File: src/rtl/jk_ff_monitor.sv
// jk_ff_monitor: in-circuit checker for a JK flip-flop cell.
// Predicts the cell's next state from the previous edge's J/K/Q, flags
// prediction errors and complement-pair violations, counts Q toggles and
// detects a Q output that has stopped changing. All outputs are registered.
module jk_ff_monitor #(
  parameter int unsigned CNT_W      = 8,
  parameter int unsigned IDLE_LIMIT = 16
) (
  input  logic             CLK,
  input  logic             rst_n,
  input  logic             en,
  input  logic             clr,
  input  logic             J,
  input  logic             K,
  input  logic             Q,
  input  logic             Qn,
  output logic             chk_valid,
  output logic             pred_err,
  output logic             pair_err,
  output logic             idle,
  output logic [CNT_W-1:0] toggle_cnt,
  output logic [CNT_W-1:0] err_cnt
);

  typedef enum logic [0:0] {
    ST_IDLE  = 1'b0,
    ST_CHECK = 1'b1
  } state_t;

  localparam logic [CNT_W-1:0] CNT_MAX  = {CNT_W{1'b1}};
  localparam logic [CNT_W-1:0] CNT_ZERO = {CNT_W{1'b0}};
  localparam logic [CNT_W-1:0] CNT_ONE  = CNT_W'(1);
  localparam logic [CNT_W-1:0] IDLE_LIM = CNT_W'(IDLE_LIMIT);

  // Next state of an ideal JK flip-flop given its inputs and current state.
  function automatic logic f_jk_next(input logic j, input logic k, input logic q);
    logic nq;
    case ({j, k})
      2'b00:   nq = q;
      2'b01:   nq = 1'b0;
      2'b10:   nq = 1'b1;
      2'b11:   nq = ~q;
      default: nq = q;
    endcase
    return nq;
  endfunction

  // Increment that holds at all-ones instead of wrapping.
  function automatic logic [CNT_W-1:0] f_sat_inc(input logic [CNT_W-1:0] v);
    logic [CNT_W-1:0] r;
    if (v == CNT_MAX) begin
      r = v;
    end else begin
      r = v + CNT_ONE;
    end
    return r;
  endfunction

  // State and history registers
  state_t           r_state;
  logic             r_j_d;
  logic             r_k_d;
  logic             r_q_d;
  logic [CNT_W-1:0] r_idle_cnt;
  // Output registers
  logic             r_chk_valid;
  logic             r_pred_err;
  logic             r_pair_err;
  logic             r_idle;
  logic [CNT_W-1:0] r_toggle_cnt;
  logic [CNT_W-1:0] r_err_cnt;

  // Next-state values
  state_t           w_state_nxt;
  logic             w_j_d_nxt;
  logic             w_k_d_nxt;
  logic             w_q_d_nxt;
  logic [CNT_W-1:0] w_idle_cnt_nxt;
  logic             w_pred_err_nxt;
  logic             w_pair_err_nxt;
  logic             w_idle_nxt;
  logic [CNT_W-1:0] w_toggle_cnt_nxt;
  logic [CNT_W-1:0] w_err_cnt_nxt;

  // Per-edge event decode
  logic             w_do_check;
  logic             w_leave_check;
  logic             w_exp_q;
  logic             w_mismatch;
  logic             w_toggle;
  logic             w_pair_bad;
  logic [CNT_W-1:0] w_idle_inc;

  // A compare only happens on an enabled edge while already armed.
  assign w_do_check    = (r_state == ST_CHECK) && en;
  assign w_leave_check = (r_state == ST_CHECK) && !en;
  assign w_exp_q       = f_jk_next(r_j_d, r_k_d, r_q_d);
  assign w_mismatch    = w_do_check && (Q != w_exp_q);
  assign w_toggle      = w_do_check && (Q != r_q_d);
  // Pair check is independent of arming: any enabled edge counts.
  assign w_pair_bad    = en && (Q == Qn);
  // Idle counter stops at the limit so it can never wrap back to zero.
  assign w_idle_inc    = (r_idle_cnt >= IDLE_LIM) ? IDLE_LIM : (r_idle_cnt + CNT_ONE);

  // Two-state arming FSM: IDLE arms on en, CHECK falls back when en drops.
  always_comb begin
    w_state_nxt = r_state;
    case (r_state)
      ST_IDLE: begin
        if (en) begin
          w_state_nxt = ST_CHECK;
        end else begin
          w_state_nxt = ST_IDLE;
        end
      end
      ST_CHECK: begin
        if (en) begin
          w_state_nxt = ST_CHECK;
        end else begin
          w_state_nxt = ST_IDLE;
        end
      end
      default: w_state_nxt = ST_IDLE;
    endcase
  end

  // History capture: J/K/Q are recorded on every enabled edge for the next compare.
  always_comb begin
    w_j_d_nxt = r_j_d;
    w_k_d_nxt = r_k_d;
    w_q_d_nxt = r_q_d;
    if (en) begin
      w_j_d_nxt = J;
      w_k_d_nxt = K;
      w_q_d_nxt = Q;
    end else begin
      w_j_d_nxt = r_j_d;
      w_k_d_nxt = r_k_d;
      w_q_d_nxt = r_q_d;
    end
  end

  // Counters and sticky flags; clr overrides every same-edge update.
  always_comb begin
    w_idle_cnt_nxt   = r_idle_cnt;
    w_pred_err_nxt   = r_pred_err;
    w_pair_err_nxt   = r_pair_err;
    w_idle_nxt       = r_idle;
    w_toggle_cnt_nxt = r_toggle_cnt;
    w_err_cnt_nxt    = r_err_cnt;
    if (clr) begin
      w_idle_cnt_nxt   = CNT_ZERO;
      w_pred_err_nxt   = 1'b0;
      w_pair_err_nxt   = 1'b0;
      w_idle_nxt       = 1'b0;
      w_toggle_cnt_nxt = CNT_ZERO;
      w_err_cnt_nxt    = CNT_ZERO;
    end else begin
      if (w_mismatch) begin
        w_err_cnt_nxt  = f_sat_inc(r_err_cnt);
        w_pred_err_nxt = 1'b1;
      end else begin
        w_err_cnt_nxt  = r_err_cnt;
        w_pred_err_nxt = r_pred_err;
      end

      if (w_toggle) begin
        w_toggle_cnt_nxt = f_sat_inc(r_toggle_cnt);
      end else begin
        w_toggle_cnt_nxt = r_toggle_cnt;
      end

      if (w_pair_bad) begin
        w_pair_err_nxt = 1'b1;
      end else begin
        w_pair_err_nxt = r_pair_err;
      end

      if (w_do_check) begin
        if (Q == r_q_d) begin
          w_idle_cnt_nxt = w_idle_inc;
          w_idle_nxt     = (w_idle_inc >= IDLE_LIM);
        end else begin
          w_idle_cnt_nxt = CNT_ZERO;
          w_idle_nxt     = 1'b0;
        end
      end else if (w_leave_check) begin
        w_idle_cnt_nxt = CNT_ZERO;
        w_idle_nxt     = 1'b0;
      end else begin
        w_idle_cnt_nxt = r_idle_cnt;
        w_idle_nxt     = r_idle;
      end
    end
  end

  // Register bank; asynchronous active-low reset clears everything at once.
  always_ff @(posedge CLK or negedge rst_n) begin
    if (!rst_n) begin
      r_state      <= ST_IDLE;
      r_j_d        <= 1'b0;
      r_k_d        <= 1'b0;
      r_q_d        <= 1'b0;
      r_idle_cnt   <= CNT_ZERO;
      r_chk_valid  <= 1'b0;
      r_pred_err   <= 1'b0;
      r_pair_err   <= 1'b0;
      r_idle       <= 1'b0;
      r_toggle_cnt <= CNT_ZERO;
      r_err_cnt    <= CNT_ZERO;
    end else begin
      r_state      <= w_state_nxt;
      r_j_d        <= w_j_d_nxt;
      r_k_d        <= w_k_d_nxt;
      r_q_d        <= w_q_d_nxt;
      r_idle_cnt   <= w_idle_cnt_nxt;
      r_chk_valid  <= (w_state_nxt == ST_CHECK);
      r_pred_err   <= w_pred_err_nxt;
      r_pair_err   <= w_pair_err_nxt;
      r_idle       <= w_idle_nxt;
      r_toggle_cnt <= w_toggle_cnt_nxt;
      r_err_cnt    <= w_err_cnt_nxt;
    end
  end

  assign chk_valid  = r_chk_valid;
  assign pred_err   = r_pred_err;
  assign pair_err   = r_pair_err;
  assign idle       = r_idle;
  assign toggle_cnt = r_toggle_cnt;
  assign err_cnt    = r_err_cnt;

endmodule
File: config.mk
export PLATFORM = sky130hd
export DESIGN_NAME = jk_ff_monitor
export DESIGN_NICKNAME = d
export VERILOG_FILES = /design/src/rtl/jk_ff_monitor.sv
export SDC_FILE = /design/constraint.sdc
export NUM_CORES = 1
export LEC_CHECK = 0
export ABC_AREA = 1
export BUFFER_PORTS_ARGS = -buffer_cell sky130_fd_sc_hd__buf_2
export CAP_MARGIN = 20
export CORE_UTILIZATION = 60
export CTS_BUF_LIST = sky130_fd_sc_hd__clkbuf_8
export DETAILED_ROUTE_END_ITERATION = 10
export PLACE_DENSITY_LB_ADDON = 0.12
export SYNTH_ARGS = -nofsm -noshare
export SYNTH_HDL_FRONTEND = slang
export SYNTH_SLANG_ARGS = --single-unit
File: constraint.sdc
create_clock -name CLK -period 1.96 [get_ports CLK]
set_input_delay 0.098 -clock CLK [delete_from_list [all_inputs] [get_ports CLK]]
set_output_delay 0.098 -clock CLK [all_outputs]
set_load 0.02 [all_outputs]
==> flow_metrics.py, run 1 <==
metrics = {
    "placed_design": {
        "gp_congestion": 0.7771,
        "detailed_place_hpwl_mm": 2.215,
        "io_buffers": 27,
        "place_ws_ps": 458.8,
    },
    "worst_setup_path": {
        "crit_family": "simple AND/OR/NAND/NOR gates",
        "worstReg2RegStart": "toggle_cnt[0]$_DFFE_PN0P_",
        "crit_top_cell": "nand2_1",
        "r2r_cells": 8,
        "critPathRequiredTime_ps": 2140,
        "cp-start-kind": "flip-flop",
        "worstSetupEndpointType": "flip-flop",
        "crit_chain": "ha_1 -> nand2_1 -> inv_1 -> nand4_2 -> nand2_4 -> inv_1 -> nand2_1 -> nand2_1",
        "r2r_setup_slack_ps": 400,
        "worst_r2r_endpoint": "toggle_cnt[4]$_DFFE_PN0P_",
        "path_max_fanout": 15,
        "cp.arrival_ps": 1730,
        "max_stage_delay_ps": 430,
        "crit_buf_inv": 2,
        "critPathSlowestCell": "dfrtp_1",
        "worstSetupPathType": "flip-flop to flip-flop",
    },
    "synth": {
        "synth_compound_area_frac": 0.07117,
        "syn_area_per_cell_um2": 7.752,
        "synth_top_family_by_area": "simple AND/OR/NAND/NOR gates",
        "synth.distinct_cells": 24,
        "netlist_instances": 220,
        "ys_warn_count": 0,
        "ys_seq_area_frac": 0.4549,
        "synth.area.mux_share": 0,
        "synth-simple-area-share": 0.3309,
        "synth.area.top_cells": "dfrtp_1 45%, nand2_1 15%, nand3_1 6.5%, inv_1 5.9%, nor2_1 4.4%",
        "synth-seq-cells": 31,
        "synthXorXnorAreaFrac": 0.04109,
        "synth_top_area_cell": "dfrtp_1",
        "synth_area_um2": 1705,
        "synthDominantCellAreaShare": 0.4549,
        "synth_nets": 232,
        "synthAdderAreaFrac": 0.02935,
    },
    "timing": {
        "rsz0062_at_grt": "false",
        "hold_viol": 0,
        "tightest_slew_ps": 689.7,
        "setup_tns_ps": 0,
        "finClkSkew_ps": 2.669,
        "relSlewSlack": 0.5402,
        "setup_viol": 0,
        "hold_ws_ps": 13.42,
        "fmax_mhz": 642.1,
        "fin_crit_ps": 1557,
        "drv_slew": 0,
        "finalCritPeriodShare": 0.7946,
        "layout_setup_ws_ps": 402.5,
    },
    "clocking": {
        "htree_num_levels": 2,
        "clk_path_buf_depth": 2,
        "clk_pin_slew_worst_paths_ps": 60,
        "post_cts_buffers": 0,
        "tritoncts": "yes",
        "cts.repair.resized": 0,
        "cts_sinks": 31,
        "clk_latency_ps": 280,
        "numCtsBuffers": 5,
        "root_buffer": "clkbuf_8",
        "hold_buffers": 1,
    },
    "detailed_routing": {
        "drtIter0Drc": 83,
        "wire_per_inst_um": 11.53,
        "drc": 0,
        "wl_mm": 3.263,
        "via_count": 1471,
        "via_per_inst": 5.198,
        "first_pass_iters": 4,
        "antenna_left": 0,
    },
    "pwr": {
        "seqPwrFrac": 0.429,
        "p_switching_w": 0.0004004,
        "switching_share": 0.2445,
        "p_leak_nw": 1.070,
        "power_frac_clock": 0.453,
        "powerDensity_nw_per_um2": 819.5,
        "ir_drop_mv": 1.161,
        "p_comb_frac": 0.118,
        "p_total_w": 0.001638,
        "p_int_w": 0.001237,
    },
    "finish": {
        "fillCellCount": 200,
        "drive_gt1_frac": 0.1976,
        "num_antenna_cells": 0,
        "most-common-layout-cells": "69 x nand2_1, 31 x dfrtp_1, 28 x inv_1",
        "fin_nets": 264,
        "area_growth_pct": 17.17,
        "final_common_cell": "nand2_1",
    },
    "worst_hold_path": {
        "min_to": "chk_valid$_DFF_PN0_",
        "hold_class": "input port to flip-flop",
        "hold_depth": 1,
        "hold_start": "en",
    },
    "global_route": {
        "grt_first_pass_wirelength_mm": 5.658,
        "grt_start_max_net_pins": 32,
        "grt_overflow": 0,
        "antenna_found_initial": 0,
        "grt.total_usage": 0.2358,
        "grt_pass1_vias": 1339,
    },
    "floorplan": {
        "die_h_um": 55.32,
        "num_rows": 18,
        "initial_utilization": 0.6585,
        "die_width_um": 55.32,
        "fp.dieArea_um2": 3060,
        "core_um2": 2590,
        "pin_count": 28,
    },
    "job": {
        "max_cap_violations": 0,
    },
    "run_status": {
        "status": "completed",
    },
}
synthesized netlist by cell type (all sizes together):
cell type / number
inv: 27
nand4: 3
clkbuf: 1
nand2: 77
o21bai: 3
xor2: 4
dfrtp: 31
o21ai: 14
nand3b: 1
nor4: 1
buf: 2
xnor2: 4
nor3: 2
nand3: 23
nor2: 21
ha: 4
a21oi: 2
routing by layer:
| layer | vias to the layer above | wire, um | track usage |
|---|---|---|---|
| li1 | 758 | - | - |
| met3 | 8 | 134 | 0.06323 |
| met5 | - | 0 | 0 |
| met4 | 0 | 51 | 0.1107 |
| met2 | 33 | 1509 | 0.3683 |
| met1 | 672 | 1568 | 0.3058 |
final cells by class:
type | count | area, um^2 | area share
Clock buffer | 5 | 68.82 | 0.03444
Clock inverter | 3 | 63.81 | 0.03193
Inverter | 27 | 101.3 | 0.05072
Multi-Input combinational cell | 159 | 805.8 | 0.4033
Sequential cell | 31 | 775.7 | 0.3882
Tap cell | 30 | 37.54 | 0.01879
Timing Repair Buffer | 28 | 145.1 | 0.07264
cells by family after synthesis:
kind of cell,count (synthesis)
xor+xnor,8
buf+inv,30
flops,31
simple gates,128
compound gates,19
fa+ha+maj,4
stage by stage:
step                      cell area [um^2]  instances  utilization
after floorplan                       1705        220            -
after global placement                1856        274       0.7164
after detailed placement              1856        274       0.7164
after CTS                             1998        283       0.7715
after global routing                  1998        283       0.7715
final                                 1998        283       0.7715
worst register-to-register path, stage by stage (launching register included):
cell and delay (ps):
dfrtp_1 430, ha_1 230, nand2_1 100, inv_1 120
nand4_2 140, nand2_4 230, inv_1 90, nand2_1 70
nand2_1 50
registers in the layout, indices dropped and copies added (netlist names):
| name | cells |
|---|---|
| r_k_d | 1 |
| err_cnt | 8 |
| r_idle_cnt | 8 |
| pred_err | 1 |
| chk_valid | 1 |
| toggle_cnt | 8 |
| r_j_d | 1 |
| pair_err | 1 |
| r_q_d | 1 |
| idle | 1 |
power groups by stage:
stage	logic, W	clock network [W]	registers, W
after global routing	0.000219	0.000783	0.000708
after detailed placement	0.000189	0	0.000713
after CTS	0.000195	0.000751	0.000703
after global placement	0.000189	0	0.000713
after floorplan	0.000103	0	0.000738
final	0.000193	0.000742	0.000703
worst max-delay path by stage:
stage / from / endpoint / cells past startpoint
after floorplan: toggle_cnt[0]$_DFFE_PN0P_ / toggle_cnt[3]$_DFFE_PN0P_ / 8
after detailed placement: toggle_cnt[0]$_DFFE_PN0P_ / toggle_cnt[4]$_DFFE_PN0P_ / 8
final: toggle_cnt[0]$_DFFE_PN0P_ / toggle_cnt[4]$_DFFE_PN0P_ / 8
after CTS: toggle_cnt[0]$_DFFE_PN0P_ / toggle_cnt[4]$_DFFE_PN0P_ / 8
after global routing: toggle_cnt[0]$_DFFE_PN0P_ / toggle_cnt[3]$_DFFE_PN0P_ / 8
after global placement: toggle_cnt[0]$_DFFE_PN0P_ / toggle_cnt[4]$_DFFE_PN0P_ / 8
Power figures use the tool's default switching activity.
==> run 2: changes to the inputs <==
--- a/config.mk
+++ b/config.mk
@@ -8,7 +8,7 @@
 export ABC_AREA = 1
 export BUFFER_PORTS_ARGS = -buffer_cell sky130_fd_sc_hd__buf_2
 export CAP_MARGIN = 20
-export CORE_UTILIZATION = 60
+export CORE_UTILIZATION = 58
 export CTS_BUF_LIST = sky130_fd_sc_hd__clkbuf_8
 export DETAILED_ROUTE_END_ITERATION = 10
 export PLACE_DENSITY_LB_ADDON = 0.12
==> constraint.sdc (replaced) <==
create_clock -name CLK -period 1.62 [get_ports CLK]
set_input_delay 0.081 -clock CLK [delete_from_list [all_inputs] [get_ports CLK]]
set_output_delay 0.081 -clock CLK [all_outputs]
set_load 0.02 [all_outputs]
==> run 2 against run 1 <==
Compared with the run above: core utilization down 2.5 points; fmax up 6.6%; critical path depth unchanged; non-clock buffer count up 9; flip-flop and latch count unchanged; final cell count up 3.5%.
==> flow_metrics.py, run 2 (same netlist as run 1, synthesis figures left out) <==
metrics = {
    "clocking": {
        "clk_latency_ps": 290,
        "clk_pin_slew_worst_paths_ps": 60,
        "clk_path_buf_depth": 2,
        "root_buffer": "clkbuf_8",
        "numCtsBuffers": 5,
        "htree_num_levels": 2,
        "cts_sinks": 31,
        "tritoncts": "yes",
    },
    "floorplan": {
        "core_um2": 2781,
        "fp.dieArea_um2": 3161,
        "die_width_um": 56.23,
        "num_rows": 19,
        "initial_utilization": 0.6131,
        "die_h_um": 56.23,
        "pin_count": 28,
    },
    "pwr": {
        "p_total_w": 0.002017,
        "p_comb_frac": 0.126,
        "seqPwrFrac": 0.422,
        "power_frac_clock": 0.452,
        "p_leak_nw": 1.113,
        "ir_drop_mv": 1.119,
        "p_int_w": 0.001515,
        "switching_share": 0.2490,
        "p_switching_w": 0.0005021,
        "powerDensity_nw_per_um2": 971.0,
    },
    "global_route": {
        "grt_overflow": 0,
        "antenna_found_initial": 0,
        "grt_start_max_net_pins": 32,
        "grt_first_pass_wirelength_mm": 5.623,
        "grt.total_usage": 0.2382,
        "grt_pass1_vias": 1316,
    },
    "worst_setup_path": {
        "cp-start-kind": "flip-flop",
        "path_max_fanout": 12,
        "r2r_setup_slack_ps": 160,
        "critPathRequiredTime_ps": 1840,
        "worstSetupPathType": "flip-flop to flip-flop",
        "crit_family": "flip-flops",
        "max_stage_delay_ps": 420,
        "worstSetupEndpointType": "flip-flop",
        "crit_chain": "ha_1 -> nand2_1 -> inv_1 -> nand4_2 -> nand2_4 -> buf_4 -> nand2_2 -> o21ai_2",
        "critPathSlowestCell": "dfrtp_1",
        "crit_buf_inv": 2,
        "cp.arrival_ps": 1680,
    },
    "placed_design": {
        "gp_congestion": 0.8241,
        "io_buffers": 27,
        "detailed_place_hpwl_mm": 2.255,
    },
    "finish": {
        "drive_gt1_frac": 0.2176,
        "num_antenna_cells": 0,
        "fin_nets": 273,
        "most-common-layout-cells": "69 x nand2_1, 31 x dfrtp_1, 28 x inv_1",
        "fillCellCount": 218,
        "area_growth_pct": 21.79,
        "final_common_cell": "nand2_1",
        "seq_area_um2": 775.7,
        "multi_input_area_um2": 810.8,
    },
    "timing": {
        "fin_crit_ps": 1461,
        "finalCritPeriodShare": 0.9020,
        "setup_tns_ps": 0,
        "finClkSkew_ps": 7.912,
        "rsz0062_at_grt": "false",
        "fmax_mhz": 684.4,
        "tightest_slew_ps": 680.7,
        "hold_viol": 0,
        "drv_slew": 0,
        "relSlewSlack": 0.5462,
        "setup_viol": 0,
    },
    "job": {
        "max_cap_violations": 0,
    },
    "detailed_routing": {
        "wl_mm": 3.365,
        "drc": 0,
        "via_count": 1488,
        "drtIter0Drc": 76,
        "via_per_inst": 5.078,
        "wire_per_inst_um": 11.48,
        "first_pass_iters": 4,
        "antenna_left": 0,
    },
    "worst_hold_path": {
        "hold_class": "input port to flip-flop",
    },
    "run_status": {
        "status": "completed",
    },
}
run 2: changes by cell type in the layout (fill, tap and decap cells not counted):
cell and delta:
nand2_2 -1, dlygate4sd3_1 +2, nand2_4 +1, buf_4 +7
run 2: final cells by class:
cell class                      instances  area share
Clock buffer                            5     0.03313
Clock inverter                          3     0.03072
Inverter                               27     0.04880
Multi-Input combinational cell        159      0.3904
Sequential cell                        31      0.3735
Tap cell                               31     0.01867
Timing Repair Buffer                   37      0.1048
run 2: per-layer routing:
layer / share of wire / vias to the layer above / track usage
met2: 0.48 / 25 / 0.3673
met4: 0.013 / 0 / 0.08711
met3: 0.043 / 6 / 0.09070
met5: 0 / - / 0
li1: - / 775 / -
met1: 0.46 / 682 / 0.3062
run 2: what timing repair did:
item	CTS	global route
resized for setup	0	1
hold endpoints to repair	33	0
endpoints found under the setup margin	0	6
hold buffers	3	0
buffers inserted	0	5
run 2: worst min-delay path: stages:
cell,delay [ps]
buf_2,70
nand2_1,40
o21ai_0,90
run 2: stage by stage:
stage	instance area, um^2	instances	hold slack (ps)	setup slack [ps]	util
2_1_floorplan	1705	220	-214.6	154.6	-
3_3_place_gp	1872	277	163.4	144.6	0.6730
3_5_place_dp	1872	277	158.9	126.7	0.6730
4_1_cts	2034	288	35.52	103.9	0.7314
5_1_grt	2077	293	54.65	13.27	0.7467
6_report	2077	293	37.28	158.8	0.7467
run 2: final timing paths:
kind,to,depth (start not counted),start
setup / recovery,toggle_cnt[0]$_DFFE_PN0P_,8,toggle_cnt[0]$_DFFE_PN0P_
hold / removal,r_j_d$_DFFE_PN0P_,3,J
setup reg to reg,toggle_cnt[0]$_DFFE_PN0P_,8,toggle_cnt[0]$_DFFE_PN0P_
hold reg to reg,idle$_DFFE_PN0P_,2,idle$_DFFE_PN0P_
max in group asynchronous,err_cnt[3]$_DFFE_PN0P_,2,rst_n
min in group asynchronous,pred_err$_DFFE_PN0P_,2,rst_n
run 2: power by group through the flow:
stage	Clock, W	Combinational (W)	Sequential, W
6_report	0.000912	0.000254	0.000850
5_1_grt	0.000947	0.000289	0.000856
4_1_cts	0.000925	0.000242	0.000851
3_5_place_dp	0	0.000236	0.000865
3_3_place_gp	0	0.000234	0.000862
2_1_floorplan	0	0.000124	0.000893
==> run 3: changes to the inputs <==
--- a/config.mk
+++ b/config.mk
@@ -15,3 +15,4 @@
 export SYNTH_ARGS = -nofsm -noshare
 export SYNTH_HDL_FRONTEND = slang
 export SYNTH_SLANG_ARGS = --single-unit
+export TNS_END_PERCENT = 20
==> constraint.sdc (replaced) <==
create_clock -name CLK -period 1.62 [get_ports CLK]
set_input_delay 0.324 -clock CLK [delete_from_list [all_inputs] [get_ports CLK]]
set_output_delay 0.324 -clock CLK [all_outputs]
set_load 0.02 [all_outputs]
==> run 3 against run 2 <==
Compared with the run above: clock skew shrank 2.7 ps; power down 7.2%; clock power is 14% lower; critical path depth stayed put; routed wire length down 4.1%; largest cell class unchanged; final cell count down 2.0%; combinational power fell by 7%; largest power group is now registers; sequential share of layout area grew 1.2 points; fmax down 1.1%.
==> flow_metrics.py, run 3 (same netlist as run 1, synthesis figures left out) <==
metrics = {
    "pwr": {
        "p_int_w": 0.001390,
        "seqPwrFrac": 0.454,
        "power_frac_clock": 0.419,
        "powerDensity_nw_per_um2": 930.4,
        "ir_drop_mv": 0.7802,
        "p_switching_w": 0.0004817,
        "p_leak_nw": 1.076,
        "p_total_w": 0.001872,
        "p_comb_frac": 0.127,
        "switching_share": 0.2573,
    },
    "worst_setup_path": {
        "max_stage_delay_ps": 420,
        "worstSetupPathType": "flip-flop to flip-flop",
        "worstReg2RegStart": "toggle_cnt[0]$_DFFE_PN0P_",
        "crit_top_cell": "nand2_1",
        "crit_chain": "ha_2 -> nand2_1 -> inv_1 -> nand4_2 -> nand2_4 -> inv_1 -> nand2_1 -> nand2_1",
        "path_max_fanout": 15,
        "cp-start-kind": "flip-flop",
        "crit_buf_inv": 2,
        "critPathRequiredTime_ps": 1800,
        "crit_family": "simple AND/OR/NAND/NOR gates",
        "cp-startpoint": "toggle_cnt[0]$_DFFE_PN0P_",
        "worstSetupEndpointType": "flip-flop",
        "critPathSlowestCell": "dfrtp_1",
        "cp.arrival_ps": 1660,
    },
    "finish": {
        "multi_input_area_um2": 813.3,
        "most-common-layout-cells": "69 x nand2_1, 31 x dfrtp_1, 27 x inv_1, 27 x buf_2, 22 x nand3_1",
        "fin_nets": 267,
        "seq_area_um2": 775.7,
        "drive_gt1_frac": 0.2188,
        "final_cell_count_no_fill": 287,
        "fillCellCount": 235,
        "area_growth_pct": 17.98,
        "num_antenna_cells": 0,
        "final_common_cell": "nand2_1",
    },
    "timing": {
        "relSlewSlack": 0.6926,
        "finClkSkew_ps": 5.179,
        "setup_tns_ps": 0,
        "rsz0062_at_grt": "false",
        "fmax_mhz": 676.5,
        "drv_slew": 0,
        "tightest_slew_ps": 456.8,
        "fin_crit_ps": 1478,
        "finalCritPeriodShare": 0.9124,
        "hold_viol": 0,
        "setup_viol": 0,
    },
    "detailed_routing": {
        "drtIter0Drc": 29,
        "wl_mm": 3.228,
        "drc": 0,
        "first_pass_iters": 4,
        "antenna_left": 0,
        "wire_per_inst_um": 11.25,
        "via_count": 1478,
        "via_per_inst": 5.150,
    },
    "clocking": {
        "clk_pin_slew_worst_paths_ps": 70,
        "htree_num_levels": 2,
        "numCtsBuffers": 5,
        "hold_buffers": 0,
        "cts_sinks": 31,
        "clk_latency_ps": 280,
        "root_buffer": "clkbuf_8",
        "clk_path_buf_depth": 2,
        "post_cts_buffers": 0,
        "tritoncts": "yes",
    },
    "global_route": {
        "grt_first_pass_wirelength_mm": 5.858,
        "antenna_found_initial": 0,
        "grt.total_usage": 0.2382,
        "grt_start_max_net_pins": 32,
        "grt_overflow": 0,
        "grt_pass1_vias": 1412,
    },
    "placed_design": {
        "io_buffers": 27,
        "dp_cells": 279,
        "detailed_place_hpwl_mm": 2.235,
        "gp_congestion": 0.8000,
    },
    "floorplan": {
        "die_width_um": 56.23,
        "initial_utilization": 0.6131,
        "fp.dieArea_um2": 3161,
        "pin_count": 28,
        "die_h_um": 56.23,
        "core_um2": 2781,
        "num_rows": 19,
    },
    "run_status": {
        "status": "completed",
    },
    "worst_hold_path": {
        "hold_class": "input port to asynchronous set/reset pin",
    },
    "job": {
        "max_cap_violations": 0,
    },
}
## run 3: changes by cell type in the layout (fill, tap and decap cells not counted), sizes merged
cell,delta
buf,-3
dlygate4sd3,-3
clkbuf,+1
clkinv,+1
bufinv,-1
inv,-1
## run 3: final timing paths
| path | to | slack (ps) | cells past startpoint |
|---|---|---|---|
| worst max register to register | toggle_cnt[3]$_DFFE_PN0P_ | 140 | 8 |
| min in group CLK | chk_valid$_DFF_PN0_ | 240 | 1 |
| max in group asynchronous | toggle_cnt[1]$_DFFE_PN0P_ | 1290 | 2 |
| worst min register to register | idle$_DFFE_PN0P_ | 480 | 2 |
| worst min-delay path | pred_err$_DFFE_PN0P_ | 50 | 2 |
| worst max-delay path | toggle_cnt[3]$_DFFE_PN0P_ | 140 | 8 |
## run 3: final cells by class
type / instances / share of cell area
Clock inverter: 2 / 0.01741
Sequential cell: 31 / 0.3856
Inverter: 27 / 0.05037
Timing Repair Buffer: 31 / 0.08209
Clock buffer: 6 / 0.04104
Multi-Input combinational cell: 159 / 0.4042
Tap cell: 31 / 0.01928
## run 3: layer usage
| metal | routed length [um] | GRT usage | up-vias | share of wire |
|---|---|---|---|---|
| met1 | 1534 | 0.3065 | 684 | 0.48 |
| met2 | 1529 | 0.3844 | 26 | 0.47 |
| met5 | 0 | 0 | - | 0 |
| li1 | - | - | 762 | - |
| met4 | 49 | 0.1045 | 0 | 0.015 |
| met3 | 115 | 0.05581 | 6 | 0.036 |
## run 3: power by group through the flow
stage,combinational (W),sequential [W],clock [W]
after floorplan,0.000124,0.000893,0
after global placement,0.000236,0.000863,0
after detailed placement,0.000236,0.000864,0
after CTS,0.000238,0.000850,0.000798
after global routing,0.000270,0.000855,0.000822
final,0.000237,0.000850,0.000785
## run 3: repair_timing
item                       4_1_cts  5_1_grt
setup endpoints to repair        0        8
hold endpoints to repair         0        0
resized for setup                0        2
## run 3: metrics by stage
stage | area [um^2] | setup WS (ps) | utilization | hold slack (ps)
CTS | 2004 | 112.6 | 0.7206 | 63.75
detailed placement | 1887 | 114.2 | 0.6784 | 357.9
global route | 2012 | 1.470 | 0.7233 | 90.87
global placement | 1887 | 131.7 | 0.6784 | 361.0
finish | 2012 | 141.9 | 0.7233 | 47.87
floorplan | 1705 | 154.6 | - | 28.41
